==> src/rtl/jtdd2_mcu_ctrl_pkg.sv <==
`default_nettype none
// +----------------------------------------------------------------------------+
// | Package : jtdd2_mcu_ctrl_pkg                                               |
// | Purpose : Shared definitions for the DD2 main-CPU / MCU link controller:   |
// |           control-latch bit positions, arbiter state encoding and status  |
// |           register bit positions.                                          |
// | Ports   : none (package)                                                   |
// | Rev     : 1.0  initial release                                             |
// +----------------------------------------------------------------------------+
package jtdd2_mcu_ctrl_pkg;

   // Control latch bit positions (main CPU data bus)
   localparam int CTL_RSTB = 0;   // MCU reset, active low
   localparam int CTL_HALT = 1;   // software halt request
   localparam int CTL_NMI  = 2;   // NMI trigger, rising edge between writes
   localparam int CTL_AUTO = 3;   // automatic halt on shared-RAM access

   // Status register bit positions
   localparam int ST_BAN  = 0;    // ~mcu_ban : MCU is halted
   localparam int ST_AUTO = 1;    // auto-halt enabled
   localparam int ST_IRQ  = 2;    // MCU interrupt pending
   localparam int ST_TMO  = 3;    // sticky grant timeout

   // Bus-request arbiter states
   typedef enum logic [2:0] {
      ARB_IDLE  = 3'd0,
      ARB_REQ   = 3'd1,
      ARB_GRANT = 3'd2,
      ARB_HOLD  = 3'd3,
      ARB_ABORT = 3'd4
   } arb_state_t;

endpackage
`default_nettype wire

==> src/rtl/jtdd2_mcu_arb.sv <==
`default_nettype none
// +----------------------------------------------------------------------------+
// | Module  : jtdd2_mcu_arb                                                    |
// | Purpose : Halt/grant arbiter. Requests the MCU bus when the main CPU hits  |
// |           the shared RAM window, stalls the main CPU until the MCU        |
// |           acknowledges, keeps the MCU halted for HOLD_CYC cycles after    |
// |           the last access and aborts the stall after TIMEOUT cycles.      |
// | Ports   : clk, rst        clock, asynchronous active-high reset            |
// |           i_cen           main CPU clock enable (all steps advance on it) |
// |           i_rstb          MCU reset latch (0 forces IDLE)                 |
// |           i_com_cs        main CPU access to shared RAM                   |
// |           i_mcu_ban       MCU bus acknowledge, active low                 |
// |           i_auto_en       auto-halt enable                                |
// |           i_sw_halt       software halt request                           |
// |           o_fsm_req       arbiter bus request                             |
// |           o_main_wait     main CPU stall                                  |
// |           o_timeout       one-cycle pulse when a stall is aborted         |
// | Rev     : 1.0  initial release                                             |
// +----------------------------------------------------------------------------+
module jtdd2_mcu_arb
   import jtdd2_mcu_ctrl_pkg::*;
#(
   parameter int HOLD_CYC = 8,
   parameter int TIMEOUT  = 1023
)(
   input  logic clk,
   input  logic rst,
   input  logic i_cen,
   input  logic i_rstb,
   input  logic i_com_cs,
   input  logic i_mcu_ban,
   input  logic i_auto_en,
   input  logic i_sw_halt,
   output logic o_fsm_req,
   output logic o_main_wait,
   output logic o_timeout
);

   localparam int TW = $clog2(TIMEOUT + 1);

   arb_state_t       r_state;
   arb_state_t       w_state_n;
   logic [TW-1:0]    r_tmo_cnt;
   logic [TW-1:0]    w_tmo_cnt_n;
   logic [7:0]       r_hold_cnt;
   logic [7:0]       w_hold_cnt_n;
   logic             w_timeout;

   always_ff @(posedge clk or posedge rst) begin
      if (rst) begin
         r_state    <= ARB_IDLE;
         r_tmo_cnt  <= '0;
         r_hold_cnt <= '0;
      end else begin
         r_state    <= w_state_n;
         r_tmo_cnt  <= w_tmo_cnt_n;
         r_hold_cnt <= w_hold_cnt_n;
      end
   end

   always_comb begin
      w_state_n    = r_state;
      w_tmo_cnt_n  = r_tmo_cnt;
      w_hold_cnt_n = r_hold_cnt;
      w_timeout    = 1'b0;
      if (!i_rstb) begin
         // MCU held in reset: nothing to arbitrate against
         w_state_n    = ARB_IDLE;
         w_tmo_cnt_n  = '0;
         w_hold_cnt_n = '0;
      end else if (i_cen) begin
         case (r_state)
            ARB_IDLE: begin
               if (i_com_cs) begin
                  if (!i_mcu_ban) begin
                     w_state_n = ARB_GRANT;
                  end else if (i_auto_en || !i_sw_halt) begin
                     w_state_n   = ARB_REQ;
                     w_tmo_cnt_n = '0;
                  end
                  // sw_halt without auto: the software request is already
                  // on the bus, just stall (comb wait) until it is granted
               end
            end
            ARB_REQ: begin
               if (!i_mcu_ban) begin
                  w_state_n = ARB_GRANT;
               end else if (r_tmo_cnt == TW'(TIMEOUT - 1)) begin
                  // this cycle is the TIMEOUT-th spent waiting in REQ
                  w_state_n = ARB_ABORT;
                  w_timeout = 1'b1;
               end else begin
                  w_tmo_cnt_n = r_tmo_cnt + 1'b1;
               end
            end
            ARB_GRANT: begin
               if (i_mcu_ban) begin
                  // MCU resumed under us: request the bus again
                  w_state_n   = ARB_REQ;
                  w_tmo_cnt_n = '0;
               end else if (!i_com_cs) begin
                  w_state_n    = (HOLD_CYC == 0) ? ARB_IDLE : ARB_HOLD;
                  w_hold_cnt_n = 8'(HOLD_CYC);
               end
            end
            ARB_HOLD: begin
               if (i_mcu_ban) begin
                  w_state_n   = ARB_REQ;
                  w_tmo_cnt_n = '0;
               end else if (i_com_cs) begin
                  w_state_n = ARB_GRANT;
               end else if (r_hold_cnt <= 8'd1) begin
                  w_state_n    = ARB_IDLE;
                  w_hold_cnt_n = '0;
               end else begin
                  w_hold_cnt_n = r_hold_cnt - 1'b1;
               end
            end
            ARB_ABORT: begin
               if (!i_com_cs) w_state_n = ARB_IDLE;
            end
            default: w_state_n = ARB_IDLE;
         endcase
      end
   end

   assign o_fsm_req = (r_state == ARB_REQ) || (r_state == ARB_GRANT) ||
                      (r_state == ARB_HOLD);

   // Stall while waiting for grant; outside REQ the stall is combinational so
   // the very cycle that first touches the window (or sees the MCU resume)
   // is already held. An aborted access is not stalled, and no stall is
   // raised while the MCU sits in reset since it cannot contend for the RAM.
   assign o_main_wait = i_rstb &&
                        ((r_state == ARB_REQ) ||
                         (r_state != ARB_ABORT && i_com_cs && i_mcu_ban));

   assign o_timeout = w_timeout;

endmodule
`default_nettype wire

==> src/rtl/jtdd2_mcu_ctrl.sv <==
`default_nettype none
// +----------------------------------------------------------------------------+
// | Module  : jtdd2_mcu_ctrl                                                   |
// | Purpose : Main-CPU-side controller of the DD2 sub-CPU link: MCU control    |
// |           latch (reset/halt/NMI/auto), bus-request arbitration for the    |
// |           shared RAM and MCU-to-main interrupt latch.                     |
// | Ports   : clk, rst         clock, asynchronous active-high reset           |
// |           i_main_cen       main CPU clock enable                          |
// |           i_ctl_cs         control latch select                           |
// |           i_main_wrn       main CPU write, active low                     |
// |           i_main_dout[7:0] b0 rstb, b1 halt, b2 NMI, b3 auto-halt         |
// |           i_com_cs         shared RAM access                              |
// |           i_mcu_ban        MCU bus acknowledge, active low                |
// |           i_mcu_irqmain    MCU interrupt request level                    |
// |           i_irq_ack        main CPU interrupt acknowledge                 |
// |           o_mcu_rstb       MCU reset, active low                          |
// |           o_mcu_halt       bus request to MCU                             |
// |           o_mcu_nmi_set    NMI pulse to MCU                               |
// |           o_main_wait      main CPU stall                                 |
// |           o_main_irq       interrupt to main CPU                          |
// |           o_status[7:0]    {4'b0, timeout, irq_pend, auto_en, ~mcu_ban}   |
// | Rev     : 1.0  initial release                                             |
// +----------------------------------------------------------------------------+
module jtdd2_mcu_ctrl
   import jtdd2_mcu_ctrl_pkg::*;
#(
   parameter int NMI_LEN  = 4,
   parameter int HOLD_CYC = 8,
   parameter int TIMEOUT  = 1023
)(
   input  logic       clk,
   input  logic       rst,
   input  logic       i_main_cen,
   input  logic       i_ctl_cs,
   input  logic       i_main_wrn,
   input  logic [7:0] i_main_dout,
   input  logic       i_com_cs,
   input  logic       i_mcu_ban,
   input  logic       i_mcu_irqmain,
   input  logic       i_irq_ack,
   output logic       o_mcu_rstb,
   output logic       o_mcu_halt,
   output logic       o_mcu_nmi_set,
   output logic       o_main_wait,
   output logic       o_main_irq,
   output logic [7:0] o_status
);

   logic       r_rstb;
   logic       r_sw_halt;
   logic       r_auto_en;
   logic       r_nmi_bit;      // b2 as last written, for edge detection
   logic [3:0] r_nmi_cnt;
   logic       r_tmo_flag;
   logic       r_irq_d;
   logic       r_irq_pend;
   logic       r_main_irq;
   logic [7:0] r_status;

   logic       w_wr;
   logic       w_nmi_trig;
   logic       w_irq_rise;
   logic       w_fsm_req;
   logic       w_main_wait;
   logic       w_timeout;
   logic       w_unused_dout;

   assign w_wr = i_main_cen && i_ctl_cs && !i_main_wrn;

   // A 0->1 on b2 fires only if the same write keeps the MCU out of reset
   assign w_nmi_trig = w_wr && i_main_dout[CTL_NMI] && !r_nmi_bit &&
                       i_main_dout[CTL_RSTB];

   assign w_irq_rise = i_mcu_irqmain && !r_irq_d;

   assign w_unused_dout = ^i_main_dout[7:4];

   // Control latch
   always_ff @(posedge clk or posedge rst) begin
      if (rst) begin
         r_rstb    <= 1'b0;
         r_sw_halt <= 1'b0;
         r_auto_en <= 1'b0;
         r_nmi_bit <= 1'b0;
      end else if (w_wr) begin
         r_rstb    <= i_main_dout[CTL_RSTB];
         r_sw_halt <= i_main_dout[CTL_HALT];
         r_auto_en <= i_main_dout[CTL_AUTO];
         r_nmi_bit <= i_main_dout[CTL_NMI];
      end
   end

   // NMI pulse: fixed length, not retriggerable, killed by putting the MCU
   // into reset
   always_ff @(posedge clk or posedge rst) begin
      if (rst) begin
         r_nmi_cnt <= '0;
      end else if (w_wr && !i_main_dout[CTL_RSTB]) begin
         r_nmi_cnt <= '0;
      end else if (w_nmi_trig && r_nmi_cnt == 4'd0) begin
         r_nmi_cnt <= 4'(NMI_LEN);
      end else if (i_main_cen && r_nmi_cnt != 4'd0) begin
         r_nmi_cnt <= r_nmi_cnt - 1'b1;
      end
   end

   // Sticky timeout flag; a new abort outranks a simultaneous clearing write
   always_ff @(posedge clk or posedge rst) begin
      if (rst) begin
         r_tmo_flag <= 1'b0;
      end else if (w_timeout) begin
         r_tmo_flag <= 1'b1;
      end else if (w_wr) begin
         r_tmo_flag <= 1'b0;
      end
   end

   // MCU interrupt: edge detect every clk, set beats acknowledge
   always_ff @(posedge clk or posedge rst) begin
      if (rst) begin
         r_irq_d    <= 1'b0;
         r_irq_pend <= 1'b0;
         r_main_irq <= 1'b0;
      end else begin
         r_irq_d <= i_mcu_irqmain;
         if (w_irq_rise) begin
            r_irq_pend <= 1'b1;
         end else if (i_irq_ack) begin
            r_irq_pend <= 1'b0;
         end
         r_main_irq <= r_irq_pend;
      end
   end

   // Status is registered so it reads back all zeros while in reset
   always_ff @(posedge clk or posedge rst) begin
      if (rst) begin
         r_status <= '0;
      end else begin
         r_status           <= '0;
         r_status[ST_BAN]   <= !i_mcu_ban;
         r_status[ST_AUTO]  <= r_auto_en;
         r_status[ST_IRQ]   <= r_irq_pend;
         r_status[ST_TMO]   <= r_tmo_flag;
      end
   end

   jtdd2_mcu_arb #(
      .HOLD_CYC (HOLD_CYC),
      .TIMEOUT  (TIMEOUT)
   ) u_arb (
      .clk         (clk),
      .rst         (rst),
      .i_cen       (i_main_cen),
      .i_rstb      (r_rstb),
      .i_com_cs    (i_com_cs),
      .i_mcu_ban   (i_mcu_ban),
      .i_auto_en   (r_auto_en),
      .i_sw_halt   (r_sw_halt),
      .o_fsm_req   (w_fsm_req),
      .o_main_wait (w_main_wait),
      .o_timeout   (w_timeout)
   );

   assign o_mcu_rstb    = r_rstb;
   assign o_mcu_halt    = r_sw_halt | w_fsm_req;
   assign o_mcu_nmi_set = (r_nmi_cnt != 4'd0);
   assign o_main_wait   = w_main_wait;
   assign o_main_irq    = r_main_irq;
   assign o_status      = r_status;

endmodule
`default_nettype wire

==> config.mk <==
export PLATFORM = sky130hd
export DESIGN_NAME = jtdd2_mcu_ctrl
export DESIGN_NICKNAME = d
export VERILOG_FILES = /design/src/rtl/jtdd2_mcu_ctrl_pkg.sv /design/src/rtl/jtdd2_mcu_arb.sv /design/src/rtl/jtdd2_mcu_ctrl.sv
export SDC_FILE = /design/constraint.sdc
export NUM_CORES = 1
export LEC_CHECK = 0
export CORE_MARGIN = 5
export CORE_UTILIZATION = 54
export CTS_CLUSTER_DIAMETER = 60
export DETAILED_ROUTE_END_ITERATION = 10
export PLACE_DENSITY_LB_ADDON = 0.3
export SETUP_SLACK_MARGIN = 0.02
export SYNTH_ARGS = -nofsm -noshare
export SYNTH_HDL_FRONTEND = slang
export SYNTH_SLANG_ARGS = --single-unit
==> constraint.sdc <==
create_clock -name clk -period 2.6 [get_ports clk]
set_input_delay 0.52 -clock clk [delete_from_list [all_inputs] [get_ports clk]]
set_output_delay 0.52 -clock clk [all_outputs]
set_load 0.02 [all_outputs]
==> results_tabular.tex, run 1 <==
\begin{tabular}{lr}
\hline
Metric & Value \\
\hline
\multicolumn{2}{l}{\textbf{Setup path}} \\
Worst path top cell family by delay & buffers and inverters \\
Crit. End Element & output port \\
Chain of cells forming the critical path & clkdlybuf4s50\_1 -> nand2\_1 -> a21oi\_1 -> o21a\_1 -> clkdlybuf4s50\_1 \\
RR Endpoint & u\_arb.r\_state[1] \\
Crit path top cell by count & clkdlybuf4s50\_1 \\
Max incr delay on CP & 0.60 ns \\
Worst R2R Path Depth & 5 \\
Launch instance of the worst register-to-register path & u\_arb.r\_hold\_cnt[2] \\
Kind of launch point of the worst setup path & input pin \\
Signal arrival time at the worst endpoint & between 1.5 and 2 ns \\
Worst-case register-to-register setup slack & 0.38 ns \\
Worst-path fanout max & 2 \\
Start-to-end type of the worst setup path & in -> out \\
Crit path buf inv count & 2 \\
Standard cell with the maximum stage delay on the critical path & clkdlybuf4s50\_1 \\
CP Data Required Time & 2.08 ns \\
\multicolumn{2}{l}{\textbf{Global routing}} \\
Top Usage Layer GRT & met2 \\
GRT Overall Usage & 17.9\% \\
Wire length of the first global-routing pass & around 7.3 mm \\
Met3 demand-to-capacity share in global routing & under 10\% \\
Maximum number of pins on one net before global-route repair & 37 \\
Met2 Resource Use GR & 28.9\% \\
Total congestion overflow after global routing & 0 \\
Via count of the first global-routing pass & about 1600 \\
Number of antenna violations at the first check in global routing & 0 \\
Global-route track usage on met1 & a little under a quarter \\
\multicolumn{2}{l}{\textbf{Yosys}} \\
Share of cell area taken by muxes after synthesis & 5.23\% \\
Total number of yosys warnings & 0 \\
Adder and majority cell fraction of the synthesized area & under 10\% \\
Largest family of logic cells by synthesized area & simple AND/OR/NAND/NOR gates \\
Share of synthesized flip-flops with an asynchronous set or reset & between 90\% and 100\% \\
Yosys reg bits & 36 \\
Post-synth EDFFs & 0 \\
Predominant post-synthesis flop cell & dfrtp\_1 \\
Sequential share of the synthesized area & about 44\% \\
Synthesized-area fraction occupied by and/or/nand/nor cells & 22.3\% \\
Xor and xnor area share after synthesis & 0.862\% \\
Number of distinct standard cells referenced by the synthesized netlist & 58 \\
Syn\_area\_per\_cell & 9.78 µm² \\
Compound-gate portion of the synthesized area & a little under a fifth \\
Gate count after technology mapping & 208 \\
Synthesized area & 2030 µm² \\
\multicolumn{2}{l}{\textbf{Detailed routing}} \\
WL/cell & 14.6 µm \\
Vias & 1634 \\
First DRT Iteration DRCs & between 80 and 90 \\
Post-route DRC violation count & 0 \\
First-pass iteration count of the detailed router & 4 \\
Remaining number of nets flagged by the antenna check after routing & 0 \\
Detailed-route wire length & 4.14 mm \\
Per-cell via count in the routed design & 5.77 \\
\multicolumn{2}{l}{\textbf{CTS}} \\
CTS tree & built \\
Worst-skew pair later-pin latency & 0.28 ns \\
Max clock buf depth & 2 \\
CTS resizes & 0 \\
Number of sinks driven by the clock tree & 36 \\
Post-CTS Hold Fix Bufs & 0 \\
Post-CTS setup-driven buffer insertion count & 0 \\
Clock slew at the register clock pins of the worst setup and hold paths & 0.06 ns \\
CTS HTree Levels & 2 \\
Buffer type at the clock tree root & clkbuf\_8 \\
Cts bufs inserted & 5 \\
\multicolumn{2}{l}{\textbf{Min path}} \\
Worst hold path startpoint & r\_irq\_pend \\
Worst-case hold path end point & o\_status[2] \\
Tightest Hold Check Type & reg -> reg \\
Worst Hold Path Cells & 0 \\
\multicolumn{2}{l}{\textbf{Placement}} \\
DP Wirelength & between 3 and 4 mm \\
Worst-case setup slack after placement & approximately 0.067 ns \\
Routability-driven placement congestion ratio & 0.872 \\
Number of buffers added on ports & 21 \\
\multicolumn{2}{l}{\textbf{Power and ir drop}} \\
Maximum ir drop on the vdd rail & between 0.4 and 0.5 mV \\
Static Leakage & 1.08 nW \\
Total chip power & 1.69 mW \\
Power density over the cells & slightly above 700 nW/µm² \\
\multicolumn{2}{l}{\textbf{Layout}} \\
Nets@finish & 258 \\
Synthesis-to-layout area growth & 17.8\% \\
Antenna Diode Count & 0 \\
Utilization after layout & 65.4\% \\
Share of post-route cells with drive strength above 1 & 11.5\% \\
\multicolumn{2}{l}{\textbf{Die}} \\
Die extent in y & $\sim$70 µm \\
Placeable core region & 3660 µm² \\
Total die area & 5090 µm² \\
Number of rows in the core area & 22 \\
Number of top-level design ports & 30 \\
X dimension of the die & 71.4 µm \\
Starting Density & between 50 and 60\% \\
\multicolumn{2}{l}{\textbf{Status}} \\
Status & completed \\
\multicolumn{2}{l}{\textbf{Job}} \\
Maximum Capacitance Violations & 0 \\
\multicolumn{2}{l}{\textbf{STA}} \\
Total of endpoints with negative setup slack in the final report & 0 \\
Count of pins over their slew limit & 0 \\
Min Clock Period, post-route & 2.49 ns \\
Unrepaired setup endpoints after global routing & false \\
Post-Route Setup TNS & 0 ns \\
Setup Skew & 0.00290 ns \\
Fmax & 401 MHz \\
Final worst setup slack & 0.105 ns \\
Final worst-path cycle share & 96.0\% \\
Worst slew margin relative to its limit & between 50\% and 60\% \\
Slew @ Worst Pin & 0.611 ns \\
Fin. Hold Viols & 0 \\
\hline
\end{tabular}
## worst max-delay path by stage
| stage | start | endpoint | slack (ns) | depth (start not counted) |
|---|---|---|---|---|
| after detailed placement | i_mcu_ban | u_arb.r_tmo_cnt[3] | 0.07 | 7 |
| after floorplan | u_arb.r_hold_cnt[2] | u_arb.r_state[1] | 0.53 | 5 |
| after global routing | i_com_cs | o_main_wait | 0.03 | 5 |
| final | i_mcu_ban | o_main_wait | 0.11 | 5 |
| after CTS | i_mcu_ban | o_main_wait | 0.1 | 5 |
| after global placement | i_mcu_ban | o_main_wait | 0.10 | 5 |
## stage by stage
step | std cells | instance area (µm²) | hold slack [ns]
4_1_cts | 283 | 2400 | 0.378
3_3_place_gp | 276 | 2300 | 0.359
6_report | 283 | 2400 | 0.375
5_1_grt | 283 | 2400 | 0.397
3_5_place_dp | 276 | 2300 | 0.363
2_1_floorplan | 211 | 2040 | 0.354
## synth_stat cells (3+ instances only)
cell | n | area share [%]
ha_1 | 6 | 3.7
or4_1 | 3 | 1.1
or3_1 | 3 | 0.92
nor2_1 | 11 | 2.0
o21ai_1 | 5 | 1.2
mux2_2 | 4 | 2.2
inv_2 | 3 | 0.55
nor2b_1 | 4 | 1.2
nand2_1 | 17 | 3.1
o21ai_0 | 11 | 2.7
dfrtp_1 | 36 | 44
inv_1 | 10 | 1.8
a21oi_1 | 5 | 1.2
nor4_1 | 3 | 0.92
nand4_1 | 3 | 0.92
buf_4 | 5 | 1.8
clkbuf_1 | 4 | 0.74
nor3_1 | 3 | 0.74
a31oi_1 | 4 | 1.2
nand3_1 | 8 | 2.0
mux2i_1 | 5 | 2.5
o31ai_1 | 6 | 2.2
nand2b_1 | 7 | 2.2
## routing by layer
layer	vias up	part of all wire (%)
li1	811	-
met1	784	44
met2	33	50
met3	6	4.2
met4	0	1.6
met5	-	0
## state kept, by name, indices dropped and copies added, names as in the netlist
name and flops:
r_irq_pend 1, u_arb.r_hold_cnt 8, r_nmi_bit 1, u_arb.r_tmo_cnt 10, r_sw_halt 1, r_irq_d 1
u_arb.r_state 3, r_tmo_flag 1, r_nmi_cnt 4, o_status 4, o_mcu_rstb 1, r_auto_en 1
## area by class of cell
class / count / area (µm²)
Fill cell: 302 / 1260
Sequential cell: 36 / 901
Clock buffer: 7 / 96.3
Tap cell: 48 / 60.1
Inverter: 13 / 48.8
Multi-Input combinational cell: 153 / 1040
Timing Repair Buffer: 26 / 248
## placed cells by master (no fill, tap or decap), drive strengths merged, types with 3 or more instances in the layout
| cell type | netlist | final |
|---|---|---|
| a21oi | 5 | 5 |
| a31oi | 4 | 4 |
| buf | 5 | 5 |
| clkbuf | 4 | 7 |
| clkdlybuf4s50 | 0 | 21 |
| conb | 1 | 4 |
| dfrtp | 36 | 36 |
| ha | 6 | 6 |
| inv | 13 | 13 |
| mux2 | 5 | 5 |
| mux2i | 5 | 5 |
| nand2 | 17 | 17 |
| nand2b | 7 | 7 |
| nand3 | 8 | 8 |
| nand4 | 3 | 3 |
| nor2 | 11 | 11 |
| nor2b | 5 | 5 |
| nor3 | 4 | 4 |
| nor4 | 4 | 4 |
| o21ai | 16 | 16 |
| o31ai | 6 | 6 |
| or3 | 3 | 3 |
| or4 | 4 | 4 |
## where the power goes
| part | internal (mW) | leakage, nW | total (mW) | switching, mW |
|---|---|---|---|---|
| Clock | 0.236 | 0.0503 | 0.421 | 0.185 |
| Sequential | 0.642 | 0.472 | 0.724 | 0.0815 |
| Combinational | 0.248 | 0.553 | 0.550 | 0.302 |
| Total | 1.13 | 1.08 | 1.69 | 0.569 |
## logic make-up after synthesis
kind of cell / Yosys count
other: 1
buffers and inverters: 22
xor gates and xnor gates: 2
muxes: 10
adders and majority gates: 6
and+or+nand+nor: 78
DFF: 36
AOI/OAI and AO/OA: 53
(Power assumes the default switching activity.)
==> run 2: changes to the inputs <==
Settings changed: HOLD_SLACK_MARGIN set to 0.03.
==> results of run 2 <==
Same layout as run 1: the final DEF is identical, and so are final timing and power.
